### src/rtl/tri_bbox_walker.sv
// Triangle bounding-box pixel walker: latches one projected triangle, clips its box to the screen
// and streams every covered pixel in raster order. Optional macro RAST_DEGEN_CULL_EN drops zero-area triangles.
module tri_bbox_walker #(
    parameter int SCREEN_W = 640,
    parameter int SCREEN_H = 480
) (
    input  logic             Clk,
    input  logic             Reset,
    input  logic             tri_valid,
    output logic             tri_ready,
    input  logic [2:0][35:0] proj_vertex_in,
    input  logic [1:0]       set_in,
    output logic             pix_valid,
    input  logic             pix_ready,
    output logic [10:0]      x,
    output logic [10:0]      y,
    output logic [1:0]       set,
    output logic [2:0][35:0] proj_vertex_out,
    output logic             pix_last,
    output logic             busy,
    output logic             tri_done
);

    localparam logic [10:0] X_LIM = 11'(SCREEN_W - 1);
    localparam logic [10:0] Y_LIM = 11'(SCREEN_H - 1);

    typedef enum logic [1:0] {
        IDLE  = 2'd0,
        SETUP = 2'd1,
        WALK  = 2'd2,
        DONE  = 2'd3
    } state_t;

    state_t state, state_nxt;

    function automatic logic [10:0] min3(input logic [9:0] a, input logic [9:0] b,
                                         input logic [9:0] c);
        logic [9:0] m;
        m = (a < b) ? a : b;
        m = (c < m) ? c : m;
        return {1'b0, m};
    endfunction

    function automatic logic [10:0] max3(input logic [9:0] a, input logic [9:0] b,
                                         input logic [9:0] c);
        logic [9:0] m;
        m = (a > b) ? a : b;
        m = (c > m) ? c : m;
        return {1'b0, m};
    endfunction

    function automatic logic [10:0] clip_hi(input logic [10:0] v, input logic [10:0] lim);
        return (v > lim) ? lim : v;
    endfunction

    logic [2:0][9:0] vx, vy;
    logic [10:0]     xmin_p0, xmax_p0, ymin_p0, ymax_p0;
    logic [10:0]     xmin_p1, xmax_p1, ymin_p1, ymax_p1;
    logic            off_screen_p0;
    logic            degen_p0;
    logic            cull_p0;

    always_comb begin
        for (int i = 0; i < 3; i++) begin
            vx[i] = proj_vertex_out[i][35:26];
            vy[i] = proj_vertex_out[i][25:16];
        end
    end

    // Setup stage: box of the latched vertices, upper edges clipped to the screen
    assign xmin_p0 = min3(vx[0], vx[1], vx[2]);
    assign ymin_p0 = min3(vy[0], vy[1], vy[2]);
    assign xmax_p0 = clip_hi(max3(vx[0], vx[1], vx[2]), X_LIM);
    assign ymax_p0 = clip_hi(max3(vy[0], vy[1], vy[2]), Y_LIM);
    assign off_screen_p0 = (xmin_p0 > xmax_p0) || (ymin_p0 > ymax_p0);

`ifdef RAST_DEGEN_CULL_EN
    logic signed [10:0] dx02, dy12, dy02, dx12;
    logic signed [21:0] area_p0;

    // Deltas of two 10-bit unsigned values always fit 11-bit signed; the area fits 22-bit signed.
    assign dx02 = $signed({1'b0, vx[0]}) - $signed({1'b0, vx[2]});
    assign dy12 = $signed({1'b0, vy[1]}) - $signed({1'b0, vy[2]});
    assign dy02 = $signed({1'b0, vy[0]}) - $signed({1'b0, vy[2]});
    assign dx12 = $signed({1'b0, vx[1]}) - $signed({1'b0, vx[2]});
    assign area_p0 = 22'(dx02) * 22'(dy12) - 22'(dy02) * 22'(dx12);
    assign degen_p0 = (area_p0 == 22'sd0);
`else
    assign degen_p0 = 1'b0;
`endif

    assign cull_p0 = off_screen_p0 || degen_p0;

    // Gated with WALK so the reset-time x/y/box values never report a last pixel.
    assign pix_last = (state == WALK) && (x == xmax_p1) && (y == ymax_p1);

    always_ff @(posedge Clk or posedge Reset) begin
        if (Reset) begin
            state <= IDLE;
        end else begin
            state <= state_nxt;
        end
    end

    always_comb begin
        state_nxt = state;
        tri_ready = 1'b0;
        pix_valid = 1'b0;
        busy      = 1'b1;
        tri_done  = 1'b0;
        case (state)
            IDLE: begin
                tri_ready = 1'b1;
                busy      = 1'b0;
                if (tri_valid) begin
                    state_nxt = SETUP;
                end
            end
            SETUP: begin
                state_nxt = cull_p0 ? DONE : WALK;
            end
            WALK: begin
                pix_valid = 1'b1;
                if (pix_ready && pix_last) begin
                    state_nxt = DONE;
                end
            end
            DONE: begin
                tri_done  = 1'b1;
                state_nxt = IDLE;
            end
            default: begin
                state_nxt = IDLE;
            end
        endcase
    end

    always_ff @(posedge Clk or posedge Reset) begin
        if (Reset) begin
            x               <= '0;
            y               <= '0;
            set             <= '0;
            proj_vertex_out <= '0;
            xmin_p1         <= '0;
            xmax_p1         <= '0;
            ymin_p1         <= '0;
            ymax_p1         <= '0;
        end else begin
            case (state)
                IDLE: begin
                    if (tri_valid) begin
                        proj_vertex_out <= proj_vertex_in;
                        set             <= set_in;
                    end
                end
                SETUP: begin
                    xmin_p1 <= xmin_p0;
                    xmax_p1 <= xmax_p0;
                    ymin_p1 <= ymin_p0;
                    ymax_p1 <= ymax_p0;
                    if (!cull_p0) begin
                        x <= xmin_p0;
                        y <= ymin_p0;
                    end
                end
                // Walk stage: x/y only move on an accepted pixel, so stalls hold them bit-stable
                WALK: begin
                    if (pix_ready) begin
                        if (x == xmax_p1) begin
                            x <= xmin_p1;
                            if (y != ymax_p1) begin
                                y <= y + 11'd1;
                            end
                        end else begin
                            x <= x + 11'd1;
                        end
                    end
                end
                default: begin
                end
            endcase
        end
    end

endmodule
### config.mk
export PLATFORM = sky130hd
export DESIGN_NAME = tri_bbox_walker
export DESIGN_NICKNAME = d
export VERILOG_FILES = /design/src/rtl/tri_bbox_walker.sv
export SDC_FILE = /design/constraint.sdc
export NUM_CORES = 1
export LEC_CHECK = 0
export ABC_AREA = 1
export BUFFER_PORTS_ARGS = -buffer_cell sky130_fd_sc_hd__buf_2
export CAP_MARGIN = 20
export CORE_ASPECT_RATIO = 1.25
export CORE_MARGIN = 2
export CORE_UTILIZATION = 30
export DETAILED_ROUTE_END_ITERATION = 10
export GPL_ROUTABILITY_DRIVEN = 0
export GPL_TIMING_DRIVEN = 1
export REMOVE_ABC_BUFFERS = 1
export SYNTH_ARGS = -nofsm -noshare
export SYNTH_HDL_FRONTEND = slang
export SYNTH_SLANG_ARGS = --single-unit
### constraint.sdc
create_clock -name Clk -period 8.22 [get_ports Clk]
set_input_delay 0.822 -clock Clk [delete_from_list [all_inputs] [get_ports Clk]]
set_output_delay 0.822 -clock Clk [all_outputs]
set_load 0.01 [all_outputs]
Word level (Yosys, flattened, before mapping)
Index checks and enable logic that the tools add are counted.

storage, ports and cells
  register bits = 166
  input port bits = 114
  output and inout bits = 137
  word-level logic and storage cells = 73

operators by class
  $add $sub $neg = 2
  $lt $le $gt $ge = 12
  equal/unequal tests = 12
  muxes and demuxes = 27
  reduce and logical (&&, ||, !) cells = 10

operator list
  cell                                                                     number
  10-bit 2-to-1 mux                                                        10
  11-bit 2-to-1 mux                                                        7
  10-bit > comparator                                                      6
  11-bit case mux with 2 select lines                                      2
  10-bit < comparator                                                      4
  11-bit by 1-bit adder with 11-bit output, second input constant          2
  11-bit == test                                                           2
  11-bit inequality test                                                   1
  10-bit > comparator, second input constant                               1
  10-bit by 9-bit > comparator with 1-bit output, second input constant    1
  2-bit case mux with 4 select lines                                       1
  2-bit by 1-bit inequality test with 1-bit output, second input constant  3
  2-bit inequality test, second input constant                             3
  1-bit 2-to-1 mux                                                         5
  5-bit AND reduction                                                      1
  2-bit == test, second input constant                                     2
  2-bit 2-to-1 mux                                                         2
  2-bit AND reduction                                                      2
  1-bit logical AND                                                        3
  3-bit AND reduction                                                      1
  2-bit by 1-bit == test with 1-bit output, second input constant          1
  2-bit zero test                                                          1
  2-bit nonzero test                                                       1
  1-bit logical OR                                                         1

Depth between registers and ports, before layout
  depth after elaboration = 10
  depth in mapped cells = 39
  mapped depth without buffers = 38

Least setup slack after synthesis
Ideal clock, no wire load.

  path type = flip-flop to flip-flop
  start = register proj_vertex_out[67] (netlist bit)
  end = register x[7]
  setup time = 0.133 ns
  arrival = 4.523 ns
  data required time = 8.087 ns
  setup slack = 3.564 ns
  cell stages (with the launch flop) = 38
  path buffers = 4
  clock period less this slack = 4.656 ns
  cells stage by stage = dfrtp_1 -> inv_1 -> ha_1 -> nand2_1 -> nor2_1 -> nand3_2 -> nand3_2 -> nand2_2 -> buf_6 -> buf_6 -> nand2_1 -> o21ai_0 -> ha_1 -> nand2_1 -> nor4_2 -> nand2_1 -> nand3_1 -> nand2_1 -> (+2 left out) -> o21ai_2 -> nand2_2 -> buf_6 -> nand2_1 -> inv_1 -> ha_1 -> nand2_1 -> nor2_1 -> nand2_1 -> o21ai_1 -> o22ai_1 -> nand2_1 -> nand2_2 -> nand2_2 -> buf_2 -> nor2_1 -> a21oi_1 -> o21ai_2

on the way
  cells in the longest elaborated chain, start to end = 10
  elaborated cells between the ends (all ways) = 16
  classes of those cells = order compare (6); eq/ne (1); mux (7); reduce/logical (2)

ends and longest elaborated chain
  what                             RTL line  text
  from (decl)                      18        output logic [2:0][35:0] proj_vertex_out,
  from (signal assigned)           152       proj_vertex_out <= proj_vertex_in;
  10-bit > comparator              47        m = (a > b) ? a : b;
  10-bit 2-to-1 mux                47
  10-bit > comparator              48        m = (c > m) ? c : m;
  10-bit 2-to-1 mux                48
  10-bit > comparator              53        return (v > lim) ? lim : v;
  10-bit 2-to-1 mux                53
  10-bit > comparator              75        assign off_screen_p0 = (xmin_p0 > xmax_p0) || (ymin_p0 > ymax_p0);
  1-bit logical OR                 75
  2-bit inequality test (no line)  --
  3-bit AND reduction (no line)    --
  to (signal assigned)             162       x <= xmin_p0;
  to (signal assigned)             170       x <= xmin_p1;
  to (signal assigned)             175       x <= x + 11'd1;
  to (decl)                        15        output logic [10:0] x,

Parallel ways exist; a longest one is shown, timed or not. The select of a mux whose other input is x is not followed.
A chain may end at the register's enable or synchronous reset.

Final worst setup path
  start = register proj_vertex_out[55] (netlist bit)
  end = register y[10]

on the way
  cells in the longest elaborated chain, start to end = 10
  elaborated cells between the ends (all ways) = 14
  classes of those cells = order compare (6); eq/ne (1); mux (5); reduce/logical (2)

ends and longest elaborated chain
  what                                            RTL line  text
  10-bit > comparator                             47
  10-bit 2-to-1 mux                               47
  10-bit > comparator                             48
  10-bit 2-to-1 mux                               48
  10-bit by 9-bit > comparator with 1-bit output  53
  10-bit 2-to-1 mux                               53
  10-bit > comparator (*)                         75
  1-bit logical OR (*)                            75
  2-bit inequality test (no line) (*)             --
  5-bit AND reduction (no line) (*)               --
  to (signal assigned)                            163       y <= ymin_p0;
  to (signal assigned)                            172       y <= y + 11'd1;
  to (decl)                                       16        output logic [10:0] y,

Mark *: on every way between the ends. The rest lies on a longest branch, timed or not.

==> metrics.txt <==
Synth Area in XOR/XNOR 0.0154; crit-path max FO 20; most frequent CP cell nand2_1; Seq/Total Area, Yosys 0.401; post-CTS sizing 0; Root Driver clkbuf_16; clock skew 10.8 ps; total power roughly 2.5 mW; global route overflow 0; Syn Std Cell Area 10200 sq um; ys async rst share 1.00; nets@finish roughly 1600; DIE AREA between 30000 and 40000 sq um; share of cells above drive strength 1 0.292; synthesis-to-layout area growth 21.7%; via count ~9000; total number of yosys warnings 0; Synth Register Bits 164; global-route wire length before repair 46.1 mm; Post-CTS Setup Bufs 0; HP Class flop to flop; Synth Area in Adders 0.103; clk buf depth 2; worst slack, placed 2330 ps; core area around 34000 sq um; Syn Inst Count between 1000 and 1500; Initial Util 0.304; DRC violations left 0; WL/cell 15.2 microns; Fin. Hold Viols 0; compound-cell area share of the yosys netlist 0.121; initial antenna violation count 1; fin worst setup slack between 2000 and 2500 ps; Avg Cell Area, Syn between 8 and 9 sq um; prevailing post-synth register cell dfrtp_1; clock buffer count from CTS 17; RSZ-0062 raised after global routing no; portion of netlist area occupied by mux cells 0.0815; CTS tree built; CP Launch Type flop; total I/O pin count between 200 and 300; Max H-tree Level 4; DR iter-0 viols slightly below 500; slowest cell delay on critical path between 400 and 500 ps; Die Height 210 microns; PD cells between 200 and 250 nW/um^2; setup TNS 0 ps; Least-Margin Pin Slew a little over 900 ps; clock latency on the worst-skew pair 440 ps; EDFF count, synth 0; Row Count 75; Netlist cell types 47; Peak VDD IR roughly 0.00012 V; Critical Path End Type flop; CTS sink cnt 164; DP Wirelength 22.3 mm; Tmin final 6020 ps; Tcrit/Tclk final 0.732; WP data arrival 6350 ps; main combinational cell family by area after synthesis simple AND/OR/NAND/NOR gates; vias in the first global route approximately 8800; max_slew headroom 0.392; Routed Antenna Nets 0; pin count of the biggest net entering global routing 102; Buffers on Ports between 200 and 300; Via density 4.79; Highest Clock Rate roughly 170 MHz; MaxCap Viol Count 0; Hold-fix buffers, CTS 0; Max Slew Vio Count 0; chip width roughly 170 microns; drt pass-1 iters 4; CP Data Required Time approximately 8600 ps; Total GRT Usage 0.163; critical path type flop to flop; Slowest-stage cell, CP nand2_2; Final Hold Slack between 400 and 500 ps; Synth Area in Simple Gates 0.208; Routed WL roughly 29 mm; Leak about 6.9 nW; status completed; # setup viols final 0; Clk pin slew, worst setup/hold paths approximately 70 ps
-- state kept, by name, summed over array words and instances, names as in the netlist --
name and count:
proj_vertex_out 108, set 2, state 2, x 11, xmax_p1 10, xmin_p1 10
y 11, ymax_p1 10
-- synthesized netlist by cell type, types with 2 or more instances --
master | n | share of area
clkbuf_1 | 23 | 0.0084
a21boi_1 | 3 | 0.0022
nand4_1 | 12 | 0.0073
inv_2 | 5 | 0.0018
and2_1 | 2 | 0.0012
nand2_1 | 290 | 0.11
ha_1 | 84 | 0.10
nor4_1 | 3 | 0.0018
buf_4 | 2 | 0.0015
nand2_2 | 13 | 0.0080
o221a_2 | 2 | 0.0022
o211ai_1 | 2 | 0.0015
o21ai_0 | 61 | 0.030
xor2_1 | 14 | 0.012
buf_1 | 3 | 0.0011
inv_1 | 122 | 0.045
o22ai_1 | 3 | 0.0018
nand3_1 | 67 | 0.033
buf_2 | 8 | 0.0039
nor3_1 | 6 | 0.0029
o21a_1 | 3 | 0.0022
nor2_1 | 85 | 0.031
o21ai_1 | 21 | 0.010
a21oi_2 | 3 | 0.0026
buf_6 | 7 | 0.0077
mux2_2 | 74 | 0.082
a21oi_1 | 70 | 0.034
nor2_4 | 2 | 0.0022
or2_2 | 3 | 0.0018
o21bai_2 | 5 | 0.0055
nand3_2 | 4 | 0.0039
dfrtp_1 | 164 | 0.40
or2_1 | 2 | 0.0012
o21ai_2 | 22 | 0.019
o21bai_1 | 5 | 0.0037
a31oi_1 | 5 | 0.0031
xnor2_1 | 4 | 0.0034
-- final cells by class --
class | count | area (sq um)
Antenna cell | 1 | 2.50
Clock buffer | 19 | 433
Clock inverter | 12 | 180
Fill cell | 3448 | 21200
Inverter | 127 | 482
Multi-Input combinational cell | 880 | 5420
Sequential cell | 164 | 4100
Tap cell | 423 | 529
Timing Repair Buffer | 255 | 1290
-- power by group --
| part | internal, mW | leakage [nW] | switching (mW) | total [mW] |
|---|---|---|---|---|
| clock network | 0.508 | 0.294 | 0.350 | 0.858 |
| registers | 0.862 | 2.07 | 0.0819 | 0.944 |
| logic | 0.272 | 4.55 | 0.438 | 0.710 |
-- worst max-delay path: cells and delay by family (launching register included) --
kind,cells,cell delay [ps]
and+or+nand+nor,26,3730
adders and majority gates,3,840
buffers and inverters,4,530
AOI/OAI and AO/OA,3,410
DFF,1,400
-- path summary, 6_finish.rpt --
path | to | slack [ps] | depth (start not counted) | from
setup / recovery | y[10] | 2200 | 36 | proj_vertex_out[55]
hold / removal | ymax_p1[0] | 480 | 2 | ymax_p1[0]
setup reg to reg | y[10] | 2200 | 36 | proj_vertex_out[55]
hold reg to reg | ymax_p1[0] | 480 | 2 | ymax_p1[0]
max in group asynchronous | x[8] | 6210 | 3 | Reset
min in group asynchronous | proj_vertex_out[15] | 580 | 2 | Reset
-- metal layers --
metal  global-route usage  up-vias  wire [microns]
met5                    0        -               0
met4               0.0681        0             771
li1                     -     4479               -
met3               0.0381       47            1590
met2                0.272      248           13900
met1                0.201     4237           12400
-- logic make-up after synthesis --
kind of cell | after synthesis
mux | 74
flops | 164
xor+xnor | 18
buf+inv | 170
simple gates | 495
other cells | 1
fa+ha+maj | 84
compound gates | 208
-- placed cells by master (no fill, tap or decap), drive strengths merged, types with 3 or more instances in the layout --
cell type and n:
a31oi 6, a21oi 73, xor2 14, nor4 4, clkbuf 19, clkinv 4, o21bai 10, or2 5
inv 129, nand4 12, mux2 74, ha 84, xnor2 4, buf 255, dfrtp 164, o21a 3
nor3 7, nor2 88, o21ai 104, o22ai 3, nand2 305, bufinv 4, nand3 71, a21boi 3
-- through the flow --
stage	cells	utilization	instance area, sq um
5_1_grt	1880	0.370	12400
4_1_cts	1880	0.370	12400
6_report	1881	0.370	12400
2_1_floorplan	1171	-	9990
3_5_place_dp	1849	0.352	11800
3_3_place_gp	1849	0.352	11800
No activity file was read; power rests on OpenSTA's default activity.
